File: src/rtl/mc_control_fsm_pkg.sv
// Shared types and constants for the multi-cycle MIPS control sequencer:
// state encoding, opcodes, datapath select encodings and the per-state control decode.
package mc_ctrl_pkg;

    typedef enum logic [3:0] {
        ST_FETCH   = 4'd0,
        ST_DECODE  = 4'd1,
        ST_MEMADR  = 4'd2,
        ST_MEMRD   = 4'd3,
        ST_MEMWB   = 4'd4,
        ST_MEMWR   = 4'd5,
        ST_EXEC    = 4'd6,
        ST_RWB     = 4'd7,
        ST_BRANCH  = 4'd8,
        ST_JUMP    = 4'd9,
        ST_ADDIEX  = 4'd10,
        ST_ADDIWB  = 4'd11,
        ST_ILLEGAL = 4'd12,
        ST_BUSERR  = 4'd13
    } state_e;

    localparam logic [5:0] OP_RTYPE = 6'b000000;
    localparam logic [5:0] OP_LW    = 6'b100011;
    localparam logic [5:0] OP_SW    = 6'b101011;
    localparam logic [5:0] OP_BEQ   = 6'b000100;
    localparam logic [5:0] OP_J     = 6'b000010;
    localparam logic [5:0] OP_ADDI  = 6'b001000;

    localparam logic [1:0] SRCB_B       = 2'b00;
    localparam logic [1:0] SRCB_FOUR    = 2'b01;
    localparam logic [1:0] SRCB_IMM     = 2'b10;
    localparam logic [1:0] SRCB_IMM_SH2 = 2'b11;

    localparam logic [1:0] ALUOP_ADD   = 2'b00;
    localparam logic [1:0] ALUOP_SUB   = 2'b01;
    localparam logic [1:0] ALUOP_FUNCT = 2'b10;

    localparam logic [1:0] PCSRC_ALU    = 2'b00;
    localparam logic [1:0] PCSRC_ALUOUT = 2'b01;
    localparam logic [1:0] PCSRC_JUMP   = 2'b10;

    // fetch marks the state whose PCWrite/IRWrite follow MemReady
    typedef struct packed {
        logic       pc_write;
        logic       pc_write_cond;
        logic       iord;
        logic       mem_read;
        logic       mem_write;
        logic       mem_to_reg;
        logic       reg_dst;
        logic       reg_write;
        logic       alu_src_a;
        logic [1:0] alu_src_b;
        logic [1:0] alu_op;
        logic [1:0] pc_source;
        logic       halted;
        logic       bus_err;
        logic       fetch;
    } ctl_t;

    function automatic ctl_t ctl_decode(state_e st);
        ctl_t c;
        c = ctl_t'(18'd0);
        case (st)
            ST_FETCH:   begin c.mem_read = 1'b1; c.alu_src_b = SRCB_FOUR; c.fetch = 1'b1; end
            ST_DECODE:  begin c.alu_src_b = SRCB_IMM_SH2; c.alu_op = ALUOP_ADD; end
            ST_MEMADR:  begin c.alu_src_a = 1'b1; c.alu_src_b = SRCB_IMM; end
            ST_MEMRD:   begin c.mem_read = 1'b1; c.iord = 1'b1; end
            ST_MEMWB:   begin c.reg_write = 1'b1; c.mem_to_reg = 1'b1; end
            ST_MEMWR:   begin c.mem_write = 1'b1; c.iord = 1'b1; end
            ST_EXEC:    begin c.alu_src_a = 1'b1; c.alu_src_b = SRCB_B; c.alu_op = ALUOP_FUNCT; end
            ST_RWB:     begin c.reg_write = 1'b1; c.reg_dst = 1'b1; end
            ST_BRANCH:  begin
                c.alu_src_a     = 1'b1;
                c.alu_op        = ALUOP_SUB;
                c.pc_write_cond = 1'b1;
                c.pc_source     = PCSRC_ALUOUT;
            end
            ST_JUMP:    begin c.pc_write = 1'b1; c.pc_source = PCSRC_JUMP; end
            ST_ADDIEX:  begin c.alu_src_a = 1'b1; c.alu_src_b = SRCB_IMM; end
            ST_ADDIWB:  begin c.reg_write = 1'b1; end
            ST_ILLEGAL: begin c.halted = 1'b1; end
            ST_BUSERR:  begin c.bus_err = 1'b1; end
            default:    begin c = ctl_t'(18'd0); end
        endcase
        return c;
    endfunction

endpackage

File: src/rtl/mc_control_fsm_if.sv
// Controller <-> datapath bundle: datapath status in, control enables and selects out.
interface mc_control_fsm_if;
    logic [5:0] Opcode;
    logic       Zero;
    logic       MemReady;
    logic       PCWrite;
    logic       PCWriteCond;
    logic       IorD;
    logic       MemRead;
    logic       MemWrite;
    logic       IRWrite;
    logic       MemToReg;
    logic       RegDst;
    logic       RegWrite;
    logic       ALUSrcA;
    logic [1:0] ALUSrcB;
    logic [1:0] ALUOp;
    logic [1:0] PCSource;
    logic       Halted;
    logic       BusErr;

    modport master (
        input  Opcode, Zero, MemReady,
        output PCWrite, PCWriteCond, IorD, MemRead, MemWrite, IRWrite, MemToReg,
               RegDst, RegWrite, ALUSrcA, ALUSrcB, ALUOp, PCSource, Halted, BusErr
    );

    modport slave (
        output Opcode, Zero, MemReady,
        input  PCWrite, PCWriteCond, IorD, MemRead, MemWrite, IRWrite, MemToReg,
               RegDst, RegWrite, ALUSrcA, ALUSrcB, ALUOp, PCSource, Halted, BusErr
    );
endinterface

File: src/rtl/mc_control_fsm_mem_wait_timer.sv
// Saturating memory wait counter; flags timeout when the MAX_WAIT-th consecutive
// not-ready cycle is in progress (a ready in that same cycle still wins).
module mem_wait_timer #(
    parameter int unsigned MAX_WAIT = 255
) (
    input  logic clk,
    input  logic rst,
    input  logic active,
    input  logic ready,
    output logic timeout
);
    localparam logic [16:0] LIMIT = 17'(MAX_WAIT);

    logic [15:0] cnt_r;
    logic        at_limit_s;

    assign at_limit_s = ({1'b0, cnt_r} + 17'd1) >= LIMIT;
    assign timeout    = active & ~ready & at_limit_s;

    // count consecutive not-ready cycles, clearing on ready or when no access is pending
    always_ff @(posedge clk) begin
        if (rst) begin
            cnt_r <= 16'd0;
        end else if (!active || ready) begin
            cnt_r <= 16'd0;
        end else if ({1'b0, cnt_r} < LIMIT) begin
            cnt_r <= cnt_r + 16'd1;
        end else begin
            cnt_r <= cnt_r;
        end
    end
endmodule

File: src/rtl/mc_control_fsm.sv
// Multi-cycle MIPS control sequencer. Define MC_PERF_CNT_EN to add the
// CycleCount/RetireCount performance counter outputs.
module mc_control_fsm
    import mc_ctrl_pkg::*;
#(
    parameter int unsigned MAX_WAIT = 255
) (
    input  logic              Clock,
    input  logic              Reset,
    mc_control_fsm_if.master  bus
`ifdef MC_PERF_CNT_EN
    ,
    output logic [31:0]       CycleCount,
    output logic [31:0]       RetireCount
`endif
);
    state_e state_r;
    state_e nxt_s;
    ctl_t   ctl_r;
    logic   active_s;
    logic   timeout_s;
    logic   run_s;

    assign active_s = (state_r == ST_FETCH) || (state_r == ST_MEMRD) || (state_r == ST_MEMWR);
    assign run_s    = ~Reset;

    mem_wait_timer #(.MAX_WAIT(MAX_WAIT)) u_wait_timer (
        .clk     (Clock),
        .rst     (Reset),
        .active  (active_s),
        .ready   (bus.MemReady),
        .timeout (timeout_s)
    );

    // next-state selection; Opcode is only looked at in DECODE and MEMADR
    always_comb begin
        nxt_s = state_r;
        case (state_r)
            ST_FETCH: begin
                if (bus.MemReady)   nxt_s = ST_DECODE;
                else if (timeout_s) nxt_s = ST_BUSERR;
                else                nxt_s = ST_FETCH;
            end
            ST_DECODE: begin
                case (bus.Opcode)
                    OP_LW, OP_SW: nxt_s = ST_MEMADR;
                    OP_RTYPE:     nxt_s = ST_EXEC;
                    OP_BEQ:       nxt_s = ST_BRANCH;
                    OP_J:         nxt_s = ST_JUMP;
                    OP_ADDI:      nxt_s = ST_ADDIEX;
                    default:      nxt_s = ST_ILLEGAL;
                endcase
            end
            ST_MEMADR: begin
                if (bus.Opcode == OP_LW) nxt_s = ST_MEMRD;
                else                     nxt_s = ST_MEMWR;
            end
            ST_MEMRD: begin
                if (bus.MemReady)   nxt_s = ST_MEMWB;
                else if (timeout_s) nxt_s = ST_BUSERR;
                else                nxt_s = ST_MEMRD;
            end
            ST_MEMWR: begin
                if (bus.MemReady)   nxt_s = ST_FETCH;
                else if (timeout_s) nxt_s = ST_BUSERR;
                else                nxt_s = ST_MEMWR;
            end
            ST_MEMWB, ST_RWB, ST_BRANCH, ST_JUMP, ST_ADDIWB: nxt_s = ST_FETCH;
            ST_EXEC:    nxt_s = ST_RWB;
            ST_ADDIEX:  nxt_s = ST_ADDIWB;
            ST_ILLEGAL: nxt_s = ST_ILLEGAL;
            ST_BUSERR:  nxt_s = ST_BUSERR;
            default:    nxt_s = ST_FETCH;
        endcase
    end

    // state register with control word registered alongside so outputs never glitch on decode
    always_ff @(posedge Clock) begin
        if (Reset) begin
            state_r <= ST_FETCH;
            ctl_r   <= ctl_decode(ST_FETCH);
        end else begin
            state_r <= nxt_s;
            ctl_r   <= ctl_decode(nxt_s);
        end
    end

    // Reset forces every output low; FETCH PC/IR writes follow MemReady
    assign bus.PCWrite     = run_s & (ctl_r.pc_write | (ctl_r.fetch & bus.MemReady));
    assign bus.IRWrite     = run_s & ctl_r.fetch & bus.MemReady;
    assign bus.PCWriteCond = run_s & ctl_r.pc_write_cond;
    assign bus.IorD        = run_s & ctl_r.iord;
    assign bus.MemRead     = run_s & ctl_r.mem_read;
    assign bus.MemWrite    = run_s & ctl_r.mem_write;
    assign bus.MemToReg    = run_s & ctl_r.mem_to_reg;
    assign bus.RegDst      = run_s & ctl_r.reg_dst;
    assign bus.RegWrite    = run_s & ctl_r.reg_write;
    assign bus.ALUSrcA     = run_s & ctl_r.alu_src_a;
    assign bus.ALUSrcB     = {2{run_s}} & ctl_r.alu_src_b;
    assign bus.ALUOp       = {2{run_s}} & ctl_r.alu_op;
    assign bus.PCSource    = {2{run_s}} & ctl_r.pc_source;
    assign bus.Halted      = run_s & ctl_r.halted;
    assign bus.BusErr      = run_s & ctl_r.bus_err;

`ifdef MC_PERF_CNT_EN
    logic [31:0] cycle_cnt_r;
    logic [31:0] retire_cnt_r;
    logic        trap_s;

    assign trap_s = (state_r == ST_ILLEGAL) || (state_r == ST_BUSERR);

    // cycles outside the trap states and completed instructions (re-entries into FETCH)
    always_ff @(posedge Clock) begin
        if (Reset) begin
            cycle_cnt_r  <= 32'd0;
            retire_cnt_r <= 32'd0;
        end else begin
            if (!trap_s) cycle_cnt_r <= cycle_cnt_r + 32'd1;
            else         cycle_cnt_r <= cycle_cnt_r;
            if ((nxt_s == ST_FETCH) && (state_r != ST_FETCH)) retire_cnt_r <= retire_cnt_r + 32'd1;
            else                                              retire_cnt_r <= retire_cnt_r;
        end
    end

    assign CycleCount  = run_s ? cycle_cnt_r  : 32'd0;
    assign RetireCount = run_s ? retire_cnt_r : 32'd0;
`endif
endmodule

File: src/flat_wrapper.sv
// flat-port wrapper written by rule: the top's interface ports become plain ports
module mc_control_fsm_flat import mc_ctrl_pkg::*;
#(
    parameter int unsigned MAX_WAIT = 255
)
  (Clock, Reset, bus_Opcode, bus_Zero, bus_MemReady, bus_PCWrite, bus_PCWriteCond, bus_IorD, bus_MemRead, bus_MemWrite, bus_IRWrite, bus_MemToReg, bus_RegDst, bus_RegWrite, bus_ALUSrcA, bus_ALUSrcB, bus_ALUOp, bus_PCSource, bus_Halted, bus_BusErr);
  mc_control_fsm_if bus_i ();
  input  logic Clock;
  input  logic Reset;
  input wire logic [$bits(bus_i.Opcode)-1:0] bus_Opcode;
  input wire logic [$bits(bus_i.Zero)-1:0] bus_Zero;
  input wire logic [$bits(bus_i.MemReady)-1:0] bus_MemReady;
  output wire logic [$bits(bus_i.PCWrite)-1:0] bus_PCWrite;
  output wire logic [$bits(bus_i.PCWriteCond)-1:0] bus_PCWriteCond;
  output wire logic [$bits(bus_i.IorD)-1:0] bus_IorD;
  output wire logic [$bits(bus_i.MemRead)-1:0] bus_MemRead;
  output wire logic [$bits(bus_i.MemWrite)-1:0] bus_MemWrite;
  output wire logic [$bits(bus_i.IRWrite)-1:0] bus_IRWrite;
  output wire logic [$bits(bus_i.MemToReg)-1:0] bus_MemToReg;
  output wire logic [$bits(bus_i.RegDst)-1:0] bus_RegDst;
  output wire logic [$bits(bus_i.RegWrite)-1:0] bus_RegWrite;
  output wire logic [$bits(bus_i.ALUSrcA)-1:0] bus_ALUSrcA;
  output wire logic [$bits(bus_i.ALUSrcB)-1:0] bus_ALUSrcB;
  output wire logic [$bits(bus_i.ALUOp)-1:0] bus_ALUOp;
  output wire logic [$bits(bus_i.PCSource)-1:0] bus_PCSource;
  output wire logic [$bits(bus_i.Halted)-1:0] bus_Halted;
  output wire logic [$bits(bus_i.BusErr)-1:0] bus_BusErr;
  assign bus_i.Opcode = bus_Opcode;
  assign bus_i.Zero = bus_Zero;
  assign bus_i.MemReady = bus_MemReady;
  assign bus_PCWrite = bus_i.PCWrite;
  assign bus_PCWriteCond = bus_i.PCWriteCond;
  assign bus_IorD = bus_i.IorD;
  assign bus_MemRead = bus_i.MemRead;
  assign bus_MemWrite = bus_i.MemWrite;
  assign bus_IRWrite = bus_i.IRWrite;
  assign bus_MemToReg = bus_i.MemToReg;
  assign bus_RegDst = bus_i.RegDst;
  assign bus_RegWrite = bus_i.RegWrite;
  assign bus_ALUSrcA = bus_i.ALUSrcA;
  assign bus_ALUSrcB = bus_i.ALUSrcB;
  assign bus_ALUOp = bus_i.ALUOp;
  assign bus_PCSource = bus_i.PCSource;
  assign bus_Halted = bus_i.Halted;
  assign bus_BusErr = bus_i.BusErr;
  mc_control_fsm #(.MAX_WAIT(MAX_WAIT)) u_core (.Clock(Clock), .Reset(Reset), .bus(bus_i));
endmodule
File: config.mk
export PLATFORM = sky130hd
export DESIGN_NAME = mc_control_fsm_flat
export DESIGN_NICKNAME = d
export VERILOG_FILES = /design/src/rtl/mc_control_fsm_pkg.sv /design/src/rtl/mc_control_fsm_if.sv /design/src/rtl/mc_control_fsm_mem_wait_timer.sv /design/src/rtl/mc_control_fsm.sv /design/src/flat_wrapper.sv
export SDC_FILE = /design/constraint.sdc
export NUM_CORES = 1
export LEC_CHECK = 0
export BUFFER_PORTS_ARGS = -buffer_cell sky130_fd_sc_hd__buf_2
export CORE_AREA = 2 2 62 64
export CTS_CLUSTER_DIAMETER = 80
export CTS_CLUSTER_SIZE = 25
export DETAILED_ROUTE_END_ITERATION = 16
export DIE_AREA = 0 0 64 66
export PLACE_DENSITY = 0.81
export REMOVE_ABC_BUFFERS = 1
export SETUP_SLACK_MARGIN = 0.02
export SKIP_CTS_REPAIR_TIMING = 1
export SYNTH_ARGS = -nofsm -noshare
export SYNTH_HDL_FRONTEND = slang
export SYNTH_SLANG_ARGS = --single-unit
File: constraint.sdc
create_clock -name Clock -period 7 [get_ports Clock]
set_input_delay 1.75 -clock Clock [delete_from_list [all_inputs] [get_ports Clock]]
set_output_delay 1.75 -clock Clock [all_outputs]
set_load 0.005 [all_outputs]
---- After elaboration in Yosys (flattened, before gate mapping) ----
Cells that the tools add are included.
storage, ports and cells
  bits in registers ....................... 38
  bits in read-only memories .............. 0
  word-level logic and storage cells ...... 107
  memories kept ........................... 0
  RAM bits ................................ 0
  bits in latches ......................... 0
cells by class
  reduce and logical (&&, ||, !) cells .... 14
  multiplexer cells ....................... 24
  add/sub/neg operators ................... 2
  multiply operators ...................... 0
  eq/ne operators ......................... 26
  magnitude comparators ................... 2
  divide/modulo/power cells ............... 0
  shift operators ......................... 0
  bitwise gates (word level) .............. 22
operator list
  operator                                                            number
  == test 4 bit, second input constant                                9
  one-hot mux 4 bit (9 select lines)                                  1
  == test 4 x 3 -> 1 bit, second input constant                       6
  2-to-1 mux 4 bit                                                    6
  one-hot mux 4 bit (5 select lines)                                  1
  adder 16 x 1 -> 17 bit, second input constant                       1
  greater-or-equal comparator 17 x 8 -> 1 bit, second input constant  1
  adder 16 x 1 -> 16 bit, second input constant                       1
  bitwise AND 1 bit                                                   16
  == test 4 x 2 -> 1 bit, second input constant                       4
  less-than comparator 16 x 8 -> 1 bit, second input constant         1
  == test 6 bit, second input constant                                2
  2-to-1 mux 1 bit                                                    12
  OR reduction 2 bit                                                  5
  == test 4 x 1 -> 1 bit, second input constant                       2
  logical NOT 4 bit                                                   2
  one-hot mux 2 bit (2 select lines)                                  2
  bitwise AND 2 bit                                                   3
  == test 6 x 2 -> 1 bit, second input constant                       1
  == test 6 x 3 -> 1 bit, second input constant                       1
  == test 6 x 4 -> 1 bit, second input constant                       1
  logical NOT 6 bit                                                   1
  one-hot mux 2 bit (3 select lines)                                  1
  OR reduction 4 bit                                                  1
  6 further kinds                                                     9

---- Depth between registers and ports, before layout ----
Gate-level depths: netlist (run 1).
  depth after elaboration ................. 11
  depth in mapped cells ................... 11
  depth with buffers taken out ............ 10

---- Hierarchy ----
A second synthesis (run 1) with hierarchy kept.
unflattened totals
  cell total of the unflattened synthesis .. 233
  area, all modules ....................... 2026.9 um2
by module, submodules not included
  module          area each (um2)  times used  cells an instance  seq. area each (um2)
  mc_control_fsm  1116.1           1           131                400.4
  mem_wait_timer  910.9            1           102                320.3

---- Least setup slack after synthesis (run 1) ----
Ideal clock, no wire load.
  path type ............................... input to output
  start point ............................. input Reset
  end point ............................... output bus_PCWrite
  cell stages on the path ................. 3
  arrival ................................. 2.405 ns
  buffers on the path ..................... 1
  slack ................................... 2.845 ns
  required time ........................... 5.250 ns
  path through ............................ clkbuf_1 -> nor2b_1 -> or2_2
on the way
  word-level cells in the longest chain between the ends .. 2
ends and longest elaborated chain
  element            RTL line              text
  from (decl)        flat_wrapper.sv:9     input logic Reset;
  NOT 1 bit          mc_control_fsm.sv:25  assign run_s = ~Reset;
  bitwise AND 1 bit  mc_control_fsm.sv:89  assign bus.PCWrite = run_s & (ctl_r.pc_write | (ctl_r.fetch & bus.MemReady));
  to (decl)          flat_wrapper.sv:13    output wire logic [$bits(bus_i.PCWrite)-1:0] bus_PCWrite;
No other way between the ends.

---- Worst setup path after layout (run 1) ----
Ends and elaborated chain as after synthesis.

==> reports/metrics.yaml, run 1 <==
run_status:
  status: "finished, final reports clean"
sta:
  tightestPinTransition_ns: 0.900
  relSlewSlack_pct: 39.4
  period_needed_ns: 4.72
  hold_violations: 0
  drv_slew: 0
  fin_setup_tns_ns: 0
  setup_viol_count_final: 0
  worst_slack_ns: 2.28
  skew_ns: 0.00154
  max_freq_ghz: 0.212
  worst_hold_slack_ns: 0.523
  rsz0062_at_grt: "false"
  min_period_over_period_pct: 67.5
synth:
  yosysWarnings: 0
  syn_avg_cell_area_um2: 8.60
  synth_top_area_cell: "dfxtp_1"
  synth-async-reset-ratio_pct: 0
  yosysSeqAreaShare_pct: 33.3
  synth_area_leaders: "dfxtp_1 (33%), nor2b_1 (6.2%), nor2_1 (3.9%)"
  synth_area_um2: 2110
  synth_top_area_share_pct: 33.3
  synth_commonest_cells: "dfxtp_1 (35), nor2_1 (22), nor2b_1 (21)"
  ys_types: 51
  synthCells: 245
  synth_most_common_cell: "dfxtp_1"
  synth-edff-count: 0
  ys_ff_latch: 35
  synth_flop_cell: "dfxtp_1"
drt:
  drcViolationCount: 0
  antenna_left: 0
  vias_per_cell: 5.80
  drt_iter0_markers: 111
  wl_um: 4030
  routed-via-count: 1810
  wire_per_inst_um: 12.9
  dr.pass1.iters: 4
worst_setup_path:
  cp_max_fo: 23
  end_kind: "output port"
  start_kind: "primary input"
  worstPathArrival_ns: 2.97
  r2r_slack_ns: 4.13
  critical_path_class: "in -> out"
  required_ns: 5.25
clock_tree:
  cts_max_level: 2
  numCtsBuffers: 5
  worstSkewPairLatency_ns: 0.34
  cts.reportedPaths.clkPinSlew_ns: 0.11
  cts-root-buf: "clkbuf_4"
  max-clock-path-buffers: 2
  cts_tree: "yes"
  cts_sinks: 35
placed_design:
  dp_hpwl_um: 2860
  placed_area_um2: 2220
  gp_congestion: 0.906
  pre_cts_slack_ns: 2.30
  io_buffers: 26
pwr:
  max-vdd-ir-drop_v: 0.000102
  pwr_density_cell_nw_per_um2: 174
  power_frac_comb_pct: 11.9
  leakage_nw: 0.906
  switching_share_pct: 25.4
  intPower_mw: 0.300
  pwr-share-clk_pct: 36.1
  switching_power_mw: 0.102
  p_seq_share_pct: 51.9
global_route:
  grtUsageTotal_pct: 20.3
  grt_antenna_before_repair: 0
  grt_pass1_wl_um: 6690
  grt_pass1_vias: 1526
  grt_remaining_overflow: 0
  grt_max_degree: 24
final_layout:
  final_nets: 275
  syn_to_final_growth_pct: 9.32
  layout-drive-gt1-share_pct: 20.8
  final_core_util_pct: 64.9
  nFillCells: 303
  diodes: 0
  fin_area_um2: 2300
worst_hold_path:
  hold_class: "reg -> reg"
floorplan:
  rows: 22
  die_width_um: 64
  die-area_um2: 4220
  start_util_pct: 59.3
  ios: 28
  fp.coreArea_um2: 3550
  die_h_um: 66
job:
  max-cap-violations: 0
==> sequential cells by signal, summed over array words and instances, names as in the netlist <==
| signal | cells |
|---|---|
| u_core.state_r | 4 |
| u_core.u_wait_timer.cnt_r | 16 |
| u_core.ctl_r | 15 |
==> metal layers <==
metal / wire [µm] / vias up / track usage, %
li1: - / 909 / -
met1: 1860 / 845 / 26.3
met2: 1890 / 48 / 32.8
met3: 209 / 8 / 4.09
met4: 78 / 0 / 8.42
met5: 0 / - / 0
==> worst paths after layout <==
check / start / endpoint / cells after the start
hold reg to reg: u_core.u_wait_timer.cnt_r[13] / u_core.u_wait_timer.cnt_r[13] / 1
hold / removal: u_core.u_wait_timer.cnt_r[13] / u_core.u_wait_timer.cnt_r[13] / 1
setup / recovery: Reset / bus_PCWrite / 5
setup reg to reg: u_core.u_wait_timer.cnt_r[0] / u_core.ctl_r[14] / 7
==> power by group through the flow <==
| stage | combinational [mW] | sequential, mW | clock, mW |
|---|---|---|---|
| 3_3_place_gp | 0.0463 | 0.213 | 0 |
| 4_1_cts | 0.0480 | 0.209 | 0.147 |
| 2_1_floorplan | 0.0335 | 0.212 | 0 |
| 3_5_place_dp | 0.0475 | 0.213 | 0 |
| 6_report | 0.0480 | 0.209 | 0.145 |
| 5_1_grt | 0.0526 | 0.210 | 0.153 |
==> layout make-up <==
class / instances / area [µm²] / share of cell area (%)
well taps: 48 / 60.1 / 2.61
inverters: 6 / 22.5 / 0.978
clock inverters: 3 / 43.8 / 1.90
multi-input cells: 189 / 1310 / 56.8
clock buffers: 5 / 37.5 / 1.63
flip-flops and latches: 35 / 701 / 30.4
repair buffers: 26 / 130 / 5.65
==> critical path, cell delays in order <==
cell and delay (ns):
buf_2 0.33, inv_1 0.24, and3_1 0.24, or2_2 0.28, buf_2 0.12
==> per-stage QoR <==
| stage | power [mW] | instances |
|---|---|---|
| 2_1_floorplan | 0.245 | 230 |
| 3_3_place_gp | 0.259 | 304 |
| 3_5_place_dp | 0.261 | 304 |
| 4_1_cts | 0.404 | 312 |
| 5_1_grt | 0.416 | 312 |
| 6_report | 0.402 | 312 |
==> cells by family after synthesis <==
kind of cell | Yosys count | share of synthesized area, %
buffers and inverters | 21 | 4.63
and+or+nand+nor | 134 | 36.5
muxes | 2 | 1.01
xor gates and xnor gates | 11 | 4.57
AOI/OAI and AO/OA | 40 | 18.9
DFF | 35 | 33.3
adders and majority gates | 2 | 1.19
==> cell usage in the layout (no fill, tap or decap), drive strengths merged, types with 7 or more instances in the layout <==
cell type and instances:
xnor2 7, dfxtp 35, buf 26, a21oi 9, nand2 16, and2 11
nand3 7, nor2 22, nor2b 21, nand4 9, nor3 16
No activity file was read; power rests on OpenSTA's default activity.
==> run 2, diff against run 1 <==
- ABC_AREA: not set -> 1
- CORE_AREA: 2 2 62 64 -> 2 2 68 70
- DIE_AREA: 0 0 64 66 -> 0 0 70 72
- PLACE_DENSITY: 0.81 -> 0.73
- clock period: 7 -> 3.9 ns (I/O delays scaled with it)
==> reports/metrics.yaml, run 2 <==
run_status:
  status: "finished, final reports clean"  # unchanged
job:
  max-cap-violations: 0  # unchanged
worst_setup_path:
  critical-path-top-delay-family: "buffers and inverters"  # unchanged
  critical_path_class: "in -> out"  # unchanged
  crit_path_max_incr_delay_ns: 0.37  # was 0.33 ns
  cp_max_fo: 25  # was 23
  crit_top_cell: "buf_2"  # unchanged
  start_kind: "primary input"  # unchanged
  cp_num_buf_inv: 2  # was 3
  cp_slowest_cell: "buf_2"  # unchanged
  required_ns: 2.92  # was 5.25 ns
  end_kind: "output port"  # unchanged
  path_cells: "buf_2 -> nor2_1 -> buf_2"  # was buf_2 -> inv_1 -> and3_1 -> or2_2 -> buf_2
  worstPathArrival_ns: 1.62  # was 2.97 ns
drt:
  drcViolationCount: 0  # unchanged
  routed-via-count: 2089  # was 1810
  wl_um: 4430  # was 4030 µm
  vias_per_cell: 4.85  # was 5.80
  wire_per_inst_um: 10.3  # was 12.9 µm
  antenna_left: 0  # unchanged
  drt_iter0_markers: 90  # was 111
  dr.pass1.iters: 4  # unchanged
pwr:
  leakage_nw: 1.10  # was 0.906 nW
  max-vdd-ir-drop_v: 0.000191  # was 0.000102 V
  p_seq_share_pct: 51.3  # was 51.9%
  total_power_mw: 0.735  # was 0.402 mW
  pwr_density_cell_nw_per_um2: 304  # was 174 nW/µm²
  intPower_mw: 0.525  # was 0.300 mW
  switching_share_pct: 28.5  # was 25.4%
  pwr-share-clk_pct: 35.9  # was 36.1%
  power_frac_comb_pct: 12.8  # was 11.9%
  switching_power_mw: 0.210  # was 0.102 mW
sta:
  drv_slew: 0  # unchanged
  min_period_over_period_pct: 66.6
  max_freq_ghz: 0.385
  skew_ns: 0.00773  # was 0.00154 ns
  period_needed_ns: 2.60
  tightestPinTransition_ns: 0.579  # was 0.900 ns
  rsz0062_at_grt: "false"  # unchanged
  worst_hold_slack_ns: 0.497  # was 0.523 ns
  fin_setup_tns_ns: 0  # unchanged
  relSlewSlack_pct: 61.0  # was 39.4%
  hold_violations: 0  # unchanged
  setup_viol_count_final: 0  # unchanged
worst_hold_path:
  hold_class: "reg -> reg"  # unchanged
synth:
  synth_flop_cell: "dfxtp_1"  # unchanged
  synth_commonest_cells: "nand2_1 (74), nor2_1 (72), inv_1 (60)"  # was dfxtp_1 (35), nor2_1 (22), nor2b_1 (21)
  synth-edff-count: 0  # unchanged
  synth_area_leaders: "dfxtp_1 (32%), nand2_1 (13%), nor2_1 (12%)"  # was dfxtp_1 (33%), nor2b_1 (6.2%), nor2_1 (3.9%)
  synth_area_um2: 2170  # was 2110 µm²
  syn_avg_cell_area_um2: 6.16  # was 8.60 µm²
  synth_xor_area_share_pct: 0.808  # was 4.57%
  muxShareOfSynthArea_pct: 0  # was 1.01%
  ys_types: 29  # was 51
  synthCells: 352  # was 245
  yosysWarnings: 0  # unchanged
  synth-compound-area-share_pct: 7.27  # was 18.9%
  ys_ff_latch: 35  # unchanged
  yosys.area_share.simple_pct: 45.6  # was 36.5%
  synth-async-reset-ratio_pct: 0  # unchanged
  synth_top_area_cell: "dfxtp_1"  # unchanged
  yosys.area_share.adder_pct: 1.15  # was 1.19%
  yosysSeqAreaShare_pct: 32.3  # was 33.3%
  synth_top_area_share_pct: 32.3  # was 33.3%
  synth_top_family_by_area: "simple AND/OR/NAND/NOR gates"  # unchanged
  synth_most_common_cell: "nand2_1"  # was dfxtp_1
final_layout:
  diodes: 0  # unchanged
  syn_to_final_growth_pct: 11.5  # was 9.32%
  final-instance-count-excl-fill: 431  # was 312
  final_cell_mix: "nand2_1 (74), nor2_1 (72), inv_1 (60)"  # was dfxtp_1 (35), buf_2 (26), nor2_1 (22)
  nFillCells: 443  # was 303
  seq_area_um2: 701  # unchanged
  final_common_cell: "nand2_1"  # was dfxtp_1
  largest_reg_flops: 16  # unchanged
  final_nets: 390  # was 275
  top_register: "u_core.u_wait_timer.cnt_r"  # unchanged
  layout-drive-gt1-share_pct: 16.6  # was 20.8%
  reg.largest.list: "u_core.u_wait_timer.cnt_r: 16 flops, u_core.ctl_r: 15 flops, u_core.state_r: 4 flops"  # unchanged
  multiInputGateArea_um2: 1190  # was 1310 µm²
global_route:
  grt_pass1_vias: 1882  # was 1526
  grt_max_degree: 26  # was 24
  grtUsageTotal_pct: 19.1  # was 20.3%
  grt_pass1_wl_um: 7780  # was 6690 µm
  grt_antenna_before_repair: 0  # unchanged
  grt_remaining_overflow: 0  # unchanged
floorplan:
  ios: 28  # unchanged
  fp.coreArea_um2: 4260  # was 3550 µm²
  die-area_um2: 5040  # was 4220 µm²
  start_util_pct: 50.9  # was 59.3%
  die_h_um: 72  # was 66 µm
  rows: 24  # was 22
  die_width_um: 70  # was 64 µm
clock_tree:
  cts_max_level: 2  # unchanged
  cts.reportedPaths.clkPinSlew_ns: 0.07  # was 0.11 ns
  numCtsBuffers: 5  # unchanged
  cts_tree: "yes"  # unchanged
  max-clock-path-buffers: 2  # unchanged
  cts-root-buf: "clkbuf_8"  # was clkbuf_4
  worstSkewPairLatency_ns: 0.29  # was 0.34 ns
  cts_sinks: 35  # unchanged
placed_design:
  dp_hpwl_um: 3310  # was 2860 µm
  io_buffers: 26  # unchanged
  dpl.cell_count: 423  # was 304
  gp_congestion: 0.864  # was 0.906
## run 2: logic make-up (layout without fill, tap and decap cells)
kind of cell | count (synthesis) | count (layout)
AND/OR/NAND/NOR | 215 | 215
AO/OA/AOI/OAI | 26 | 26
adder cells (fa/ha/maj) | 2 | 2
XOR/XNOR | 2 | 2
flip-flops | 35 | 35
buffers and inverters | 72 | 99
## run 2: layer usage
layer	GRT usage [%]	vias up	part of all wire (%)
met3	3.75	5	3.5
li1	-	1140	-
met5	0	-	0
met1	22.3	904	48
met2	34.4	40	48
met4	7.69	0	0.97
## run 2: final timing paths
path / depth (start not counted) / endpoint / start / slack, ns
setup / recovery: 3 / bus_PCSource[0] / Reset / 1.30
hold / removal: 2 / u_core.u_wait_timer.cnt_r[15] / u_core.u_wait_timer.cnt_r[15] / 0.50
setup reg to reg: 17 / u_core.ctl_r[8] / u_core.u_wait_timer.cnt_r[1] / 1.58
hold reg to reg: 2 / u_core.u_wait_timer.cnt_r[15] / u_core.u_wait_timer.cnt_r[15] / 0.50
## run 2: area by class of cell
class | count | share of cell area [%]
Multi-Input combinational cell | 245 | 49.2
Sequential cell | 35 | 29.0
Inverter | 65 | 10.1
Timing Repair Buffer | 26 | 5.38
Clock buffer | 5 | 2.85
Tap cell | 52 | 2.69
Clock inverter | 3 | 0.828
## run 2: power by group through the flow
| stage | Sequential [mW] | Clock, mW | Combinational (mW) |
|---|---|---|---|
| 2_1_floorplan | 0.383 | 0 | 0.0660 |
| 3_3_place_gp | 0.384 | 0 | 0.0928 |
| 3_5_place_dp | 0.385 | 0 | 0.0944 |
| 5_1_grt | 0.378 | 0.284 | 0.109 |
| 6_report | 0.377 | 0.264 | 0.0943 |
| 4_1_cts | 0.376 | 0.276 | 0.0951 |
## run 2: worst register-to-register path: stages, from the launching register on
cell,delay [ns]
dfxtp_1,0.43
ha_1,0.26
nand2_2,0.11
nor2_4,0.18
nand2_2,0.09
nand2_1,0.07
nand2_1,0.04
inv_1,0.04
nand3_1,0.10
nor2_1,0.12
nand3_1,0.11
nand3_1,0.12
nand2_1,0.08
inv_2,0.07
nand2_4,0.07
nor2_4,0.12
nand2_1,0.11
a21oi_1,0.14
## run 2: stage by stage
step           area, µm²  utilization, %  setup WS, ns
6_report            2420            56.7          1.30
5_1_grt             2420            56.7          1.23
4_1_cts             2420            56.7          1.29
3_5_place_dp        2330            54.6          1.29
3_3_place_gp        2330            54.6          1.32
2_1_floorplan       2130               -          1.68
==> run 3, diff against run 2 <==
- clock period: 3.9 -> 2.17 ns (I/O delays scaled with it)
==> reports/metrics.yaml, run 3 (same netlist as run 2, synthesis figures left out) <==
run_status:
  status: "finished, final reports clean"  # unchanged
sta:
  worst_slack_ns: 0.0521  # was 1.30 ns
  skew_ns: 0.00719  # was 0.00773 ns
  hold_violations: 0  # unchanged
  rsz0062_at_grt: "true"  # was false
  period_needed_ns: 2.12
  drv_slew: 0  # unchanged
  setup_viol_count_final: 0  # unchanged
  relSlewSlack_pct: 72.7  # was 61.0%
  tightestPinTransition_ns: 0.407  # was 0.579 ns
  max_freq_ghz: 0.472
  min_period_over_period_pct: 97.6
drt:
  dr.pass1.iters: 4  # unchanged
  wl_um: 4790  # was 4430 µm
  vias_per_cell: 4.93  # was 4.85
  routed-via-count: 2219  # was 2089
  drcViolationCount: 0  # unchanged
  antenna_left: 0  # unchanged
  drt_iter0_markers: 132  # was 90
  wire_per_inst_um: 10.6  # was 10.3 µm
floorplan:
  die_width_um: 70  # unchanged
  die_h_um: 72  # unchanged
  start_util_pct: 50.9  # unchanged
  ios: 28  # unchanged
  die-area_um2: 5040  # unchanged
  fp.coreArea_um2: 4260  # unchanged
  rows: 24  # unchanged
worst_setup_path:
  cp_max_fo: 8  # was 25
  required_ns: 2.41  # was 2.92 ns
  reg2reg_depth: 15  # was 17
  start_kind: "flop"  # was primary input
  end_kind: "flop"  # was output port
  critical_path_class: "reg -> reg"  # was in -> out
  worstPathArrival_ns: 2.36  # was 1.62 ns
placed_design:
  gp_congestion: 0.844  # was 0.864
  placed_area_um2: 2440  # was 2330 µm²
  dp_hpwl_um: 3440  # was 3310 µm
  io_buffers: 26  # unchanged
  pre_cts_slack_ns: -0.00107  # was 1.29 ns
clock_tree:
  cts.reportedPaths.clkPinSlew_ns: 0.08  # was 0.07 ns
  cts-root-buf: "clkbuf_8"  # unchanged
  numCtsBuffers: 5  # unchanged
  cts_max_level: 2  # unchanged
  worstSkewPairLatency_ns: 0.30  # was 0.29 ns
  cts_tree: "yes"  # unchanged
  cts_sinks: 35  # unchanged
  max-clock-path-buffers: 2  # unchanged
worst_hold_path:
  hold_class: "reg -> reg"  # unchanged
  holdPathStages: 2  # unchanged
final_layout:
  syn_to_final_growth_pct: 25.2  # was 11.5%
  nFillCells: 386  # was 443
  layout-drive-gt1-share_pct: 27.4  # was 16.6%
  diodes: 0  # unchanged
  fin_area_um2: 2710  # was 2420 µm²
  top_register: "u_core.u_wait_timer.cnt_r"  # unchanged
  reg.largest.list: "u_core.u_wait_timer.cnt_r: 16 flops, u_core.ctl_r: 15 flops, u_core.state_r: 4 flops"  # unchanged
  final_nets: 409  # was 390
  largest_reg_flops: 16  # unchanged
  final_cell_mix: "nor2_1 (66), nand2_1 (66), inv_1 (59)"  # was nand2_1 (74), nor2_1 (72), inv_1 (60)
global_route:
  grtUsageTotal_pct: 19.8  # was 19.1%
  grt_max_degree: 22  # was 26
  grt_pass1_vias: 1976  # was 1882
  grt_pass1_wl_um: 8150  # was 7780 µm
  grt_antenna_before_repair: 0  # unchanged
  grt_remaining_overflow: 0  # unchanged
pwr:
  leakage_nw: 1.22  # was 1.10 nW
  pwr_density_cell_nw_per_um2: 512  # was 304 nW/µm²
  max-vdd-ir-drop_v: 0.000345  # was 0.000191 V
job:
  max-cap-violations: 0  # unchanged
## run 3: cell types whose count changed in the layout (fill, tap and decap cells not counted), moves of 4 or more
cell / change
buf_4: +18
dfxtp_1: -4
nand2_1: -8
nand2_2: +5
nor2_1: -6
nor2_2: +4
## run 3: cell type report
type | instances | area [µm²] | share of cell area, %
repair buffers | 45 | 277 | 10.2
multi-input cells | 245 | 1330 | 49.1
clock inverters | 3 | 20.0 | 0.738
flip-flops and latches | 35 | 708 | 26.1
clock buffers | 5 | 68.8 | 2.54
well taps | 52 | 65.1 | 2.40
inverters | 65 | 244 | 8.99
## run 3: worst max-delay path, stage by stage (launching register included)
cell     delay, ns
dfxtp_2       0.36
buf_6         0.13
nand2_2       0.06
nor2_4        0.21
nand2_2       0.11
o21ai_1       0.14
nand2_1       0.11
inv_1         0.06
nand3_1       0.07
o21ai_2       0.17
nand2_2       0.10
nand2_2       0.09
nand2_4       0.09
nor2_4        0.16
nand2_2       0.09
a21oi_2       0.11
## run 3: per-stage QoR
| step | cells | util, % | hold WS [ns] | TNS (ns) | total power [mW] |
|---|---|---|---|---|---|
| after detailed placement | 438 | 57.3 | 0.488 | -0.00107 | 0.881 |
| after global placement | 438 | 57.3 | 0.475 | 0 | 0.878 |
| final | 450 | 63.6 | 0.497 | 0 | 1.39 |
| after CTS | 446 | 59.4 | 0.499 | -0.325 | 1.36 |
| after global routing | 450 | 63.6 | 0.521 | -0.793 | 1.46 |
| after floorplan | 345 | - | 0.455 | 0 | 0.807 |
## run 3: worst paths after layout
kind / to / slack [ns] / from
min reg2reg: u_core.u_wait_timer.cnt_r[15] / 0.50 / u_core.u_wait_timer.cnt_r[15]
max reg2reg: u_core.ctl_r[8] / 0.05 / u_core.u_wait_timer.cnt_r[1]
min: u_core.u_wait_timer.cnt_r[15] / 0.50 / u_core.u_wait_timer.cnt_r[15]
max: u_core.ctl_r[8] / 0.05 / u_core.u_wait_timer.cnt_r[1]
## run 3: layer usage
metal	GRT usage [%]	vias to the layer above	part of all wire (%)
li1	-	1182	-
met2	34.6	36	48
met4	7.05	0	1.6
met3	5.56	8	4.2
met5	0	-	0
met1	23.5	993	46
## run 3: power breakdown
| part | internal [mW] | switching (mW) | leakage (nW) |
|---|---|---|---|
| logic | 0.0902 | 0.140 | 0.899 |
| registers | 0.664 | 0.0114 | 0.286 |
| clock network | 0.223 | 0.259 | 0.0402 |
